<file path="config.mk">
export PLATFORM = sky130hd
export DESIGN_NAME = i2s_clk_gen
export DESIGN_NICKNAME = d
export VERILOG_FILES = /design/src/rtl/i2s_clk_gen.sv
export SDC_FILE = /design/constraint.sdc
export NUM_CORES = 1
export LEC_CHECK = 0
export ABC_CLOCK_PERIOD_IN_PS = 3950
export CAP_MARGIN = 20
export CORE_MARGIN = 3
export CORE_UTILIZATION = 51
export DETAILED_ROUTE_END_ITERATION = 10
export PLACE_DENSITY = 0.8
export SLEW_MARGIN = 5
export SYNTH_ARGS = -nofsm -noshare
export SYNTH_HDL_FRONTEND = slang
export SYNTH_SLANG_ARGS = --single-unit
</file>
<file path="constraint.sdc">
create_clock -name clk_in -period 3.95 [get_ports clk_in]
set_input_delay 1.185 -clock clk_in [delete_from_list [all_inputs] [get_ports clk_in]]
set_output_delay 1.185 -clock clk_in [all_outputs]
set_load 0.02 [all_outputs]
</file>
<file path="src/rtl/i2s_clk_gen.sv">
// i2s_clk_gen: free-running MCLK plus enable-gated BCLK/LRCLK with clk_in-domain
// strobes and bit index so shifters never have to sample the generated clocks.
module i2s_clk_gen #(
    parameter int MCLK_HALF = 2,
    parameter int BCLK_HALF = 8,
    parameter int SLOT_BITS = 32,
    parameter int BW        = (SLOT_BITS > 1) ? $clog2(SLOT_BITS) : 1
) (
    input  logic          clk_in,
    input  logic          rst_n,
    input  logic          en,
    output logic          mclk,
    output logic          bclk,
    output logic          lrclk,
    output logic          bclk_rise_stb,
    output logic          bclk_fall_stb,
    output logic          frame_stb,
    output logic [BW-1:0] bit_idx
);
    localparam int MW = (MCLK_HALF > 1) ? $clog2(MCLK_HALF) : 1;
    localparam int CW = (BCLK_HALF > 1) ? $clog2(BCLK_HALF) : 1;
    localparam logic [MW-1:0] MTOP = MW'(MCLK_HALF - 1);
    localparam logic [CW-1:0] BTOP = CW'(BCLK_HALF - 1);
    localparam logic [BW-1:0] STOP = BW'(SLOT_BITS - 1);

    if (MCLK_HALF < 1) begin : g_bad_mclk
        $error("i2s_clk_gen: MCLK_HALF must be >= 1");
    end
    if (BCLK_HALF < 1) begin : g_bad_bclk
        $error("i2s_clk_gen: BCLK_HALF must be >= 1");
    end
    if (SLOT_BITS < 2 || SLOT_BITS > 64) begin : g_bad_slot
        $error("i2s_clk_gen: SLOT_BITS must be in 2..64");
    end
    if (BW < $clog2(SLOT_BITS)) begin : g_bad_bw
        $error("i2s_clk_gen: BW too narrow for SLOT_BITS");
    end

    logic [MW-1:0] mclk_cnt_q, mclk_cnt_d;
    logic [CW-1:0] bclk_cnt_q, bclk_cnt_d;
    logic [BW-1:0] bit_idx_q, bit_idx_d;
    logic          mclk_q, mclk_d;
    logic          bclk_q, bclk_d;
    logic          lrclk_q, lrclk_d;
    logic          rise_q, rise_d;
    logic          fall_q, fall_d;
    logic          frame_q, frame_d;
    logic          mclk_wrap, bclk_wrap, fall_evt, slot_end;

    always_comb begin
        mclk_wrap  = mclk_cnt_q == MTOP;
        mclk_cnt_d = mclk_wrap ? '0 : mclk_cnt_q + MW'(1);
        mclk_d     = mclk_q ^ mclk_wrap;
    end

    // Dropping en returns everything to the start-of-left-slot state in one cycle.
    always_comb begin
        bclk_wrap  = bclk_cnt_q == BTOP;
        fall_evt   = bclk_wrap & bclk_q;
        slot_end   = fall_evt & (bit_idx_q == STOP);
        bclk_cnt_d = (!en || bclk_wrap) ? '0 : bclk_cnt_q + CW'(1);
        bclk_d     = en & (bclk_q ^ bclk_wrap);
        rise_d     = en & bclk_wrap & ~bclk_q;
        fall_d     = en & fall_evt;
        lrclk_d    = en & (lrclk_q ^ slot_end);
        frame_d    = en & slot_end & lrclk_q;
        bit_idx_d  = (!en || slot_end) ? '0 : fall_evt ? bit_idx_q + BW'(1) : bit_idx_q;
    end

    always_ff @(posedge clk_in or negedge rst_n) begin
        if (!rst_n) begin
            mclk_cnt_q <= '0;
            bclk_cnt_q <= '0;
            bit_idx_q  <= '0;
            mclk_q     <= 1'b0;
            bclk_q     <= 1'b0;
            lrclk_q    <= 1'b0;
            rise_q     <= 1'b0;
            fall_q     <= 1'b0;
            frame_q    <= 1'b0;
        end else begin
            mclk_cnt_q <= mclk_cnt_d;
            bclk_cnt_q <= bclk_cnt_d;
            bit_idx_q  <= bit_idx_d;
            mclk_q     <= mclk_d;
            bclk_q     <= bclk_d;
            lrclk_q    <= lrclk_d;
            rise_q     <= rise_d;
            fall_q     <= fall_d;
            frame_q    <= frame_d;
        end
    end

    assign mclk          = mclk_q;
    assign bclk          = bclk_q;
    assign lrclk         = lrclk_q;
    assign bclk_rise_stb = rise_q;
    assign bclk_fall_stb = fall_q;
    assign frame_stb     = frame_q;
    assign bit_idx       = bit_idx_q;
endmodule

</file>
## After elaboration in Yosys (flattened, before gate mapping)

Index checks and enable logic that the tools add are counted.

- Output and inout bits: 11
- Word-level logic and storage cells: 35
- Register bits after elaboration: 15
- Input bits: 3

- Equal/unequal tests: 2
- Reductions and logical operators: 4
- Bitwise operators: 13
- Mux-type cells: 4
- Add/sub/neg operators: 3

Operator list:

| cell | count |
|---|---|
| two-way mux 5 bit | 2 |
| bitwise AND 1 bit | 9 |
| adder 5 x 1 -> 5 bit (second input constant) | 1 |
| == test 5 bit (second input constant) | 1 |
| adder 3 x 1 -> 3 bit (second input constant) | 1 |
| == test 3 bit (second input constant) | 1 |
| two-way mux 3 bit | 1 |
| XOR 1 bit | 3 |
| logical OR 1 bit | 2 |
| nonzero test 2 bit | 1 |
| adder 1 bit (second input constant) | 1 |
| logical NOT 1 bit | 1 |
| two-way mux 1 bit | 1 |
| NOT 1 bit | 1 |

## Logic depth before layout (Yosys ltp)

Gate-level depths: netlist of the first run.

- Depth after elaboration: 5
- Gate-level depth with buffers: 7
- Depth with buffers taken out: 6

## Worst setup path after synthesis of the first run

OpenSTA, ideal clock, no wires.

- Kind: register to output
- From: register bit_idx_q[0], in the netlist bit_idx[0]
- To: output bit_idx[0]
- Required time: 2.765 ns
- Setup slack: 2.281 ns
- Path buffers: 0
- Stages on the path, launching flop included: 1
- Data arrival time: 0.484 ns
- Path through: dfrtp_1

RTL lines:

| element | RTL line | RTL |
|---|---|---|
| start, declared | 41 | `logic [BW-1:0] bit_idx_q, bit_idx_d;` |
| start signal, assigned | 84 | `bit_idx_q <= bit_idx_d;` |
| end, declared | 18 | `output logic [BW-1:0] bit_idx` |

No word-level cell between the ends.

## Final worst setup path of the first run

- From: register bit_idx_q[0], in the netlist bit_idx[0]
- To: output bit_idx[0]

No word-level cell between the ends.

==> flow_summary_export.csv, run 1 <==
group,metric,value,unit
power_and_ir_drop,comb_power_share,0.041,
power_and_ir_drop,sw_frac_of_total,0.224,
synth,syn_inst,55,
sta,fmax,0.395,GHz
floorplan,die_h,42.2,um
setup_path,crit_path_start,"bit_idx[0]$_DFFE_PN0P_",
grt,grt.overflow.total,0,
cts,htree_levels,1,
power_and_ir_drop,power,0.255,mW
finish,multi_input_area,267,um2
routing,first_pass_iters,3,
synth,synth.largest_area_cell,"dfrtp_1",
power_and_ir_drop,intPower,0.198,mW
setup_path,worst_r2r_path_depth,6,
grt,grt_start_max_net_pins,16,
floorplan,die_x,42.2,um
synth,yosys.area.top_type_share,0.562,
synth,synth-seq-area-share,0.562,
power_and_ir_drop,p_switching,0.0571,mW
setup_path,r2r-start,"bclk_cnt_q[0]$_DFF_PN0_",
placed_design,io_buffers,13,
placed_design,hpwl,772,um
power_and_ir_drop,p_clk_frac,0.344,
worst_hold_path,whs_path_depth,1,
finish,nNetsFinal,79,
cts,ctsHoldBuffers,0,
worst_hold_path,min_from,"mclk_cnt_q$_DFF_PN0_",
grt,grt_pass1_vias,431,
sta,fin_worst_skew,0.00119,ns
sta,fin_crit_sh,0.641,
setup_path,crit_family,"buffers and inverters",
synth,netlist_top_cells_area,"dfrtp_1, ha_1, and3b_1, and2_1, and3_1",
run,drv_cap,0,
setup_path,critical-path-max-stage-delay,0.63,ns
worst_hold_path,min_to,"mclk_cnt_q$_DFF_PN0_",
finish,layout-drive-gt1-share,0.0857,
synth,synthesis.area,668,um2
setup_path,worstReg2RegEnd,"bit_idx[2]$_DFFE_PN0P_",
setup_path,required,2.76,ns
grt,grt_pass1_wl,1980,um
sta,grt_setup_unrepaired,"false",
routing,wl_per_cell,12.6,um
setup_path,critPathMaxFanout,6,
synth,synth_warnings,0,
finish,num_antenna_cells,0,
setup_path,cp_num_buf_inv,1,
floorplan,dieArea,0.00178,mm2
power_and_ir_drop,vdd_drop_max,0.283,mV
floorplan,ios,14,
cts,cts_setup_buffers,0,
setup_path,path_class,"flip-flop to output pin",
routing,wl,1060,um
setup_path,critPathCaptureType,"output pin",
cts,ctsResizeCount,0,
synth,synth.distinct_cells,24,
synth,avgSynthCellArea,12.1,um2
setup_path,path_cells,"clkdlybuf4s50_1",
setup_path,cp-start-kind,"flip-flop",
cts,ctsRootBufferMaster,"clkbuf_4",
synth,synth_nets,63,
grt,antenna_found_initial,0,
floorplan,core,0.00117,mm2
sta,setup_tns,0,ns
finish,fin_util,0.707,
finish,nFillCells,101,
floorplan,rows,12,
placed_design,gp_congestion,0.724,
power_and_ir_drop,p_per_area,308,mW/mm2
cts,clock_path_buffers,2,
cts,clkLatencyLatePin,0.28,ns
floorplan,initial_core_util,0.571,
sta,period_minus_slack,2.53,ns
finish,synthToLayoutAreaGrowth,24.0,%
sta,hold_viol_final,0,
setup_path,crit_slowest_cell,"clkdlybuf4s50_1",
power_and_ir_drop,p_seq_frac,0.615,
routing,drc,0,
finish,seq_area,375,um2
routing,vias,448,
setup_path,rrSetupSlack,2.25,ns
cts,clk_pin_slew,0.09,ns
sta,worstMarginPinSlew,0.647,ns
sta,relSlewSlack,0.567,
sta,setup_viol,0,
placed_design,placed_cell_area,801,um2
status,status,"complete, no violations",
routing,drt_iter0_markers,1,
sta,drv_slew,0,
worst_hold_path,hold_class,"flip-flop to flip-flop",
routing,postRouteAntennaNets,0,
routing,via_per_inst,5.33,
finish,finalInstanceArea,828,um2
power_and_ir_drop,power.leakage,0.406,nW
cts,numCtsBuffers,3,
setup_path,cp.arrival,1.35,ns
cts,tritoncts,"yes",
synth,ys_seq_elements,15,
cts,clock-sinks,15,
grt,grtUsageTotal,0.146,
setup_path,cp_num_cells,1,
==> power groups by stage <==
stage | clock network, mW | registers [mW] | logic, mW
final | 0.0878 | 0.157 | 0.0105
after global routing | 0.0964 | 0.157 | 0.0123
after CTS | 0.0901 | 0.157 | 0.0110
after detailed placement | 0 | 0.160 | 0.0109
after global placement | 0 | 0.160 | 0.0105
after floorplan | 0 | 0.160 | 0.00431
==> registers in the layout (all words and copies together), names as in the netlist <==
| register | count |
|---|---|
| lrclk | 1 |
| bclk_rise_stb | 1 |
| mclk_cnt_q | 1 |
| bclk_fall_stb | 1 |
| frame_stb | 1 |
| bclk_cnt_q | 3 |
| mclk | 1 |
| bit_idx | 5 |
| bclk | 1 |
==> cell usage after synthesis <==
master / instances
inv_1: 3
and2_1: 4
xnor2_1: 1
a21boi_1: 1
a21oi_1: 1
o22ai_1: 2
nor3b_1: 1
mux2i_1: 1
and3_1: 2
and2_2: 1
nor3b_2: 1
dfrtp_1: 15
nand3_1: 1
nor4bb_1: 1
and3b_1: 3
nand4_1: 2
nand2_1: 3
clkbuf_1: 1
o21ai_0: 1
buf_6: 1
xor2_1: 1
nor2b_1: 2
ha_1: 5
nor2_1: 1
==> layout by cell type, fill, tap and decap left out, types with 3 or more instances in the layout <==
master | Yosys | layout
ha_1 | 5 | 5
and3b_1 | 3 | 3
nand2_1 | 3 | 3
inv_1 | 3 | 3
clkbuf_4 | 0 | 3
and2_1 | 4 | 4
clkdlybuf4s50_1 | 0 | 13
dfrtp_1 | 15 | 15
==> per-stage QoR <==
step,setup slack (ns),cells,hold slack [ns]
floorplan,2.28,55,0.413
global placement,1.62,80,0.425
detailed placement,1.61,80,0.431
CTS,1.41,84,0.445
global route,1.34,84,0.476
finish,1.42,84,0.442
==> cells by family after synthesis <==
family / share of synthesized area
xor gates and xnor gates: 0.0262
muxes: 0.0150
adders and majority gates: 0.0936
buffers and inverters: 0.0393
and+or+nand+nor: 0.219
AOI/OAI and AO/OA: 0.0449
DFF: 0.562
==> layer usage <==
layer	vias to the layer above	part of all wire	wire [um]	GRT usage
met4	0	0.023	24	0.0745
li1	219	-	-	-
met2	11	0.44	470	0.219
met5	-	0	0	0
met1	214	0.49	517	0.189
met3	4	0.045	48	0.0429
==> layout make-up <==
class,count,area share
multi-input cells,35,0.322
well taps,14,0.0211
inverters,3,0.0136
flip-flops and latches,15,0.453
clock inverters,1,0.00604
repair buffers,13,0.157
clock buffers,3,0.0272
==> worst max path at each step <==
stage,end,slack (ns)
global route,bit_idx[0],1.34
floorplan,bit_idx[0],2.28
global placement,frame_stb$_DFF_PN0_,1.62
finish,bit_idx[0],1.42
CTS,bit_idx[0],1.41
detailed placement,frame_stb$_DFF_PN0_,1.61
No activity file was read; power rests on OpenSTA's default activity.
==> inputs of run 2 (changes only) <==
--- a/config.mk
+++ b/config.mk
@@ -5,12 +5,12 @@
 export SDC_FILE = /design/constraint.sdc
 export NUM_CORES = 1
 export LEC_CHECK = 0
-export ABC_CLOCK_PERIOD_IN_PS = 3950
+export ABC_CLOCK_PERIOD_IN_PS = 2480
 export CAP_MARGIN = 20
 export CORE_MARGIN = 3
-export CORE_UTILIZATION = 51
+export CORE_UTILIZATION = 47
 export DETAILED_ROUTE_END_ITERATION = 10
-export PLACE_DENSITY = 0.8
+export PLACE_DENSITY = 0.74
 export SLEW_MARGIN = 5
 export SYNTH_ARGS = -nofsm -noshare
 export SYNTH_HDL_FRONTEND = slang
==> constraint.sdc (replaced) <==
create_clock -name clk_in -period 2.48 [get_ports clk_in]
set_input_delay 0.744 -clock clk_in [delete_from_list [all_inputs] [get_ports clk_in]]
set_output_delay 0.744 -clock clk_in [all_outputs]
set_load 0.02 [all_outputs]
==> flow_summary_export.csv, run 2 (synthesized netlist as in run 1, its figures left out) <==
group,metric,value,unit
cts,htree_levels,1,
cts,cts_setup_buffers,0,
sta,drv_slew,0,
placed_design,gp_congestion,0.720,
sta,fin_worst_skew,0.00302,ns
sta,hold_viol_final,0,
setup_path,path_class,"flip-flop to output pin",
floorplan,rows,12,
finish,layout-drive-gt1-share,0.0714,
sta,worstMarginPinSlew,0.680,ns
setup_path,crit_slowest_cell,"clkdlybuf4s50_1",
sta,setup_tns,0,ns
routing,wl,1090,um
floorplan,ios,14,
finish,final_cells,84,
placed_design,io_buffers,13,
grt,grt_pass1_wl,2000,um
finish,num_antenna_cells,0,
cts,ctsResizeCount,0,
setup_path,cp-start-kind,"flip-flop",
sta,period_minus_slack,2.10,ns
setup_path,cp_num_buf_inv,1,
floorplan,die_h,43.7,um
grt,grt_start_max_net_pins,16,
placed_design,place_inst,80,
cts,clkLatencyLatePin,0.27,ns
grt,grt.overflow.total,0,
finish,final_cell_mix,"dfrtp_1, clkdlybuf4s50_1, ha_1, and2_1",
setup_path,required,1.74,ns
finish,largest_reg_flops,5,
grt,antenna_found_initial,0,
routing,first_pass_iters,1,
routing,postRouteAntennaNets,0,
floorplan,dieArea,0.00191,mm2
routing,vias,434,
setup_path,crit_family,"buffers and inverters",
setup_path,critPathCaptureType,"output pin",
finish,nNetsFinal,79,
worst_hold_path,hold_class,"flip-flop to flip-flop",
finish,final_common_cell,"dfrtp_1",
routing,wl_per_cell,13.0,um
power_and_ir_drop,power.leakage,0.403,nW
cts,ctsRootBufferMaster,"clkbuf_4",
run,drv_cap,0,
setup_path,critical-path-max-stage-delay,0.64,ns
cts,clock-sinks,15,
setup_path,path_cells,"clkdlybuf4s50_1",
cts,clock_path_buffers,2,
floorplan,core,0.00122,mm2
sta,grt_setup_unrepaired,"false",
sta,setup_viol,0,
cts,clk_pin_slew,0.09,ns
status,status,"complete, no violations",
sta,fmax,0.477,GHz
sta,fin_crit_sh,0.846,
routing,via_per_inst,5.17,
power_and_ir_drop,vdd_drop_max,0.277,mV
floorplan,die_x,43.7,um
sta,relSlewSlack,0.545,
setup_path,cp.arrival,1.35,ns
floorplan,initial_core_util,0.549,
routing,drc,0,
grt,grtUsageTotal,0.140,
routing,drt_iter0_markers,0,
grt,grt_pass1_vias,437,
placed_design,hpwl,782,um
cts,ctsHoldBuffers,0,
cts,tritoncts,"yes",
cts,numCtsBuffers,3,
power_and_ir_drop,p_per_area,488,mW/mm2
setup_path,critPathMaxFanout,6,
finish,synthToLayoutAreaGrowth,23.8,%
## run 2: metrics by stage
| step | hold WS (ns) | power [mW] | instance area, um2 | setup slack (ns) | util |
|---|---|---|---|---|---|
| final | 0.439 | 0.404 | 827 | 0.383 | 0.680 |
| after floorplan | 0.413 | 0.262 | 668 | 0.851 | - |
| after CTS | 0.444 | 0.410 | 827 | 0.375 | 0.680 |
| after detailed placement | 0.430 | 0.272 | 801 | 0.578 | 0.658 |
| after global routing | 0.473 | 0.423 | 827 | 0.308 | 0.680 |
| after global placement | 0.427 | 0.271 | 801 | 0.594 | 0.658 |
## run 2: area by class of cell
type | count | area (um2)
well taps | 14 | 17.5
multi-input cells | 35 | 267
clock buffers | 4 | 26.3
flip-flops and latches | 15 | 375
fillers | 90 | 389
inverters | 3 | 11.3
repair buffers | 13 | 130
## run 2: worst paths after layout
path	depth (start not counted)	slack, ns	start	to
max	1	0.38	bit_idx[2]$_DFFE_PN0P_	bit_idx[2]
min	1	0.44	mclk_cnt_q$_DFF_PN0_	mclk_cnt_q$_DFF_PN0_
max reg2reg	6	0.81	bit_idx[0]$_DFFE_PN0P_	bit_idx[3]$_DFFE_PN0P_
min reg2reg	1	0.44	mclk_cnt_q$_DFF_PN0_	mclk_cnt_q$_DFF_PN0_
max in group asynchronous	1	1.17	rst_n	bit_idx[0]$_DFFE_PN0P_
min in group asynchronous	1	0.87	rst_n	mclk$_DFF_PN0_
## run 2: where the power goes
group / switching [mW] / internal (mW)
Sequential: 0.00155 / 0.248
Combinational: 0.00929 / 0.00726
Clock: 0.0750 / 0.0623
Total: 0.0859 / 0.318
## run 2: layer usage
metal,vias to the layer above,GRT usage,share of wire
met5,-,0,0
met4,0,0.0361,0.0082
met3,2,0.0415,0.062
met2,12,0.224,0.44
met1,201,0.184,0.49
li1,219,-,-
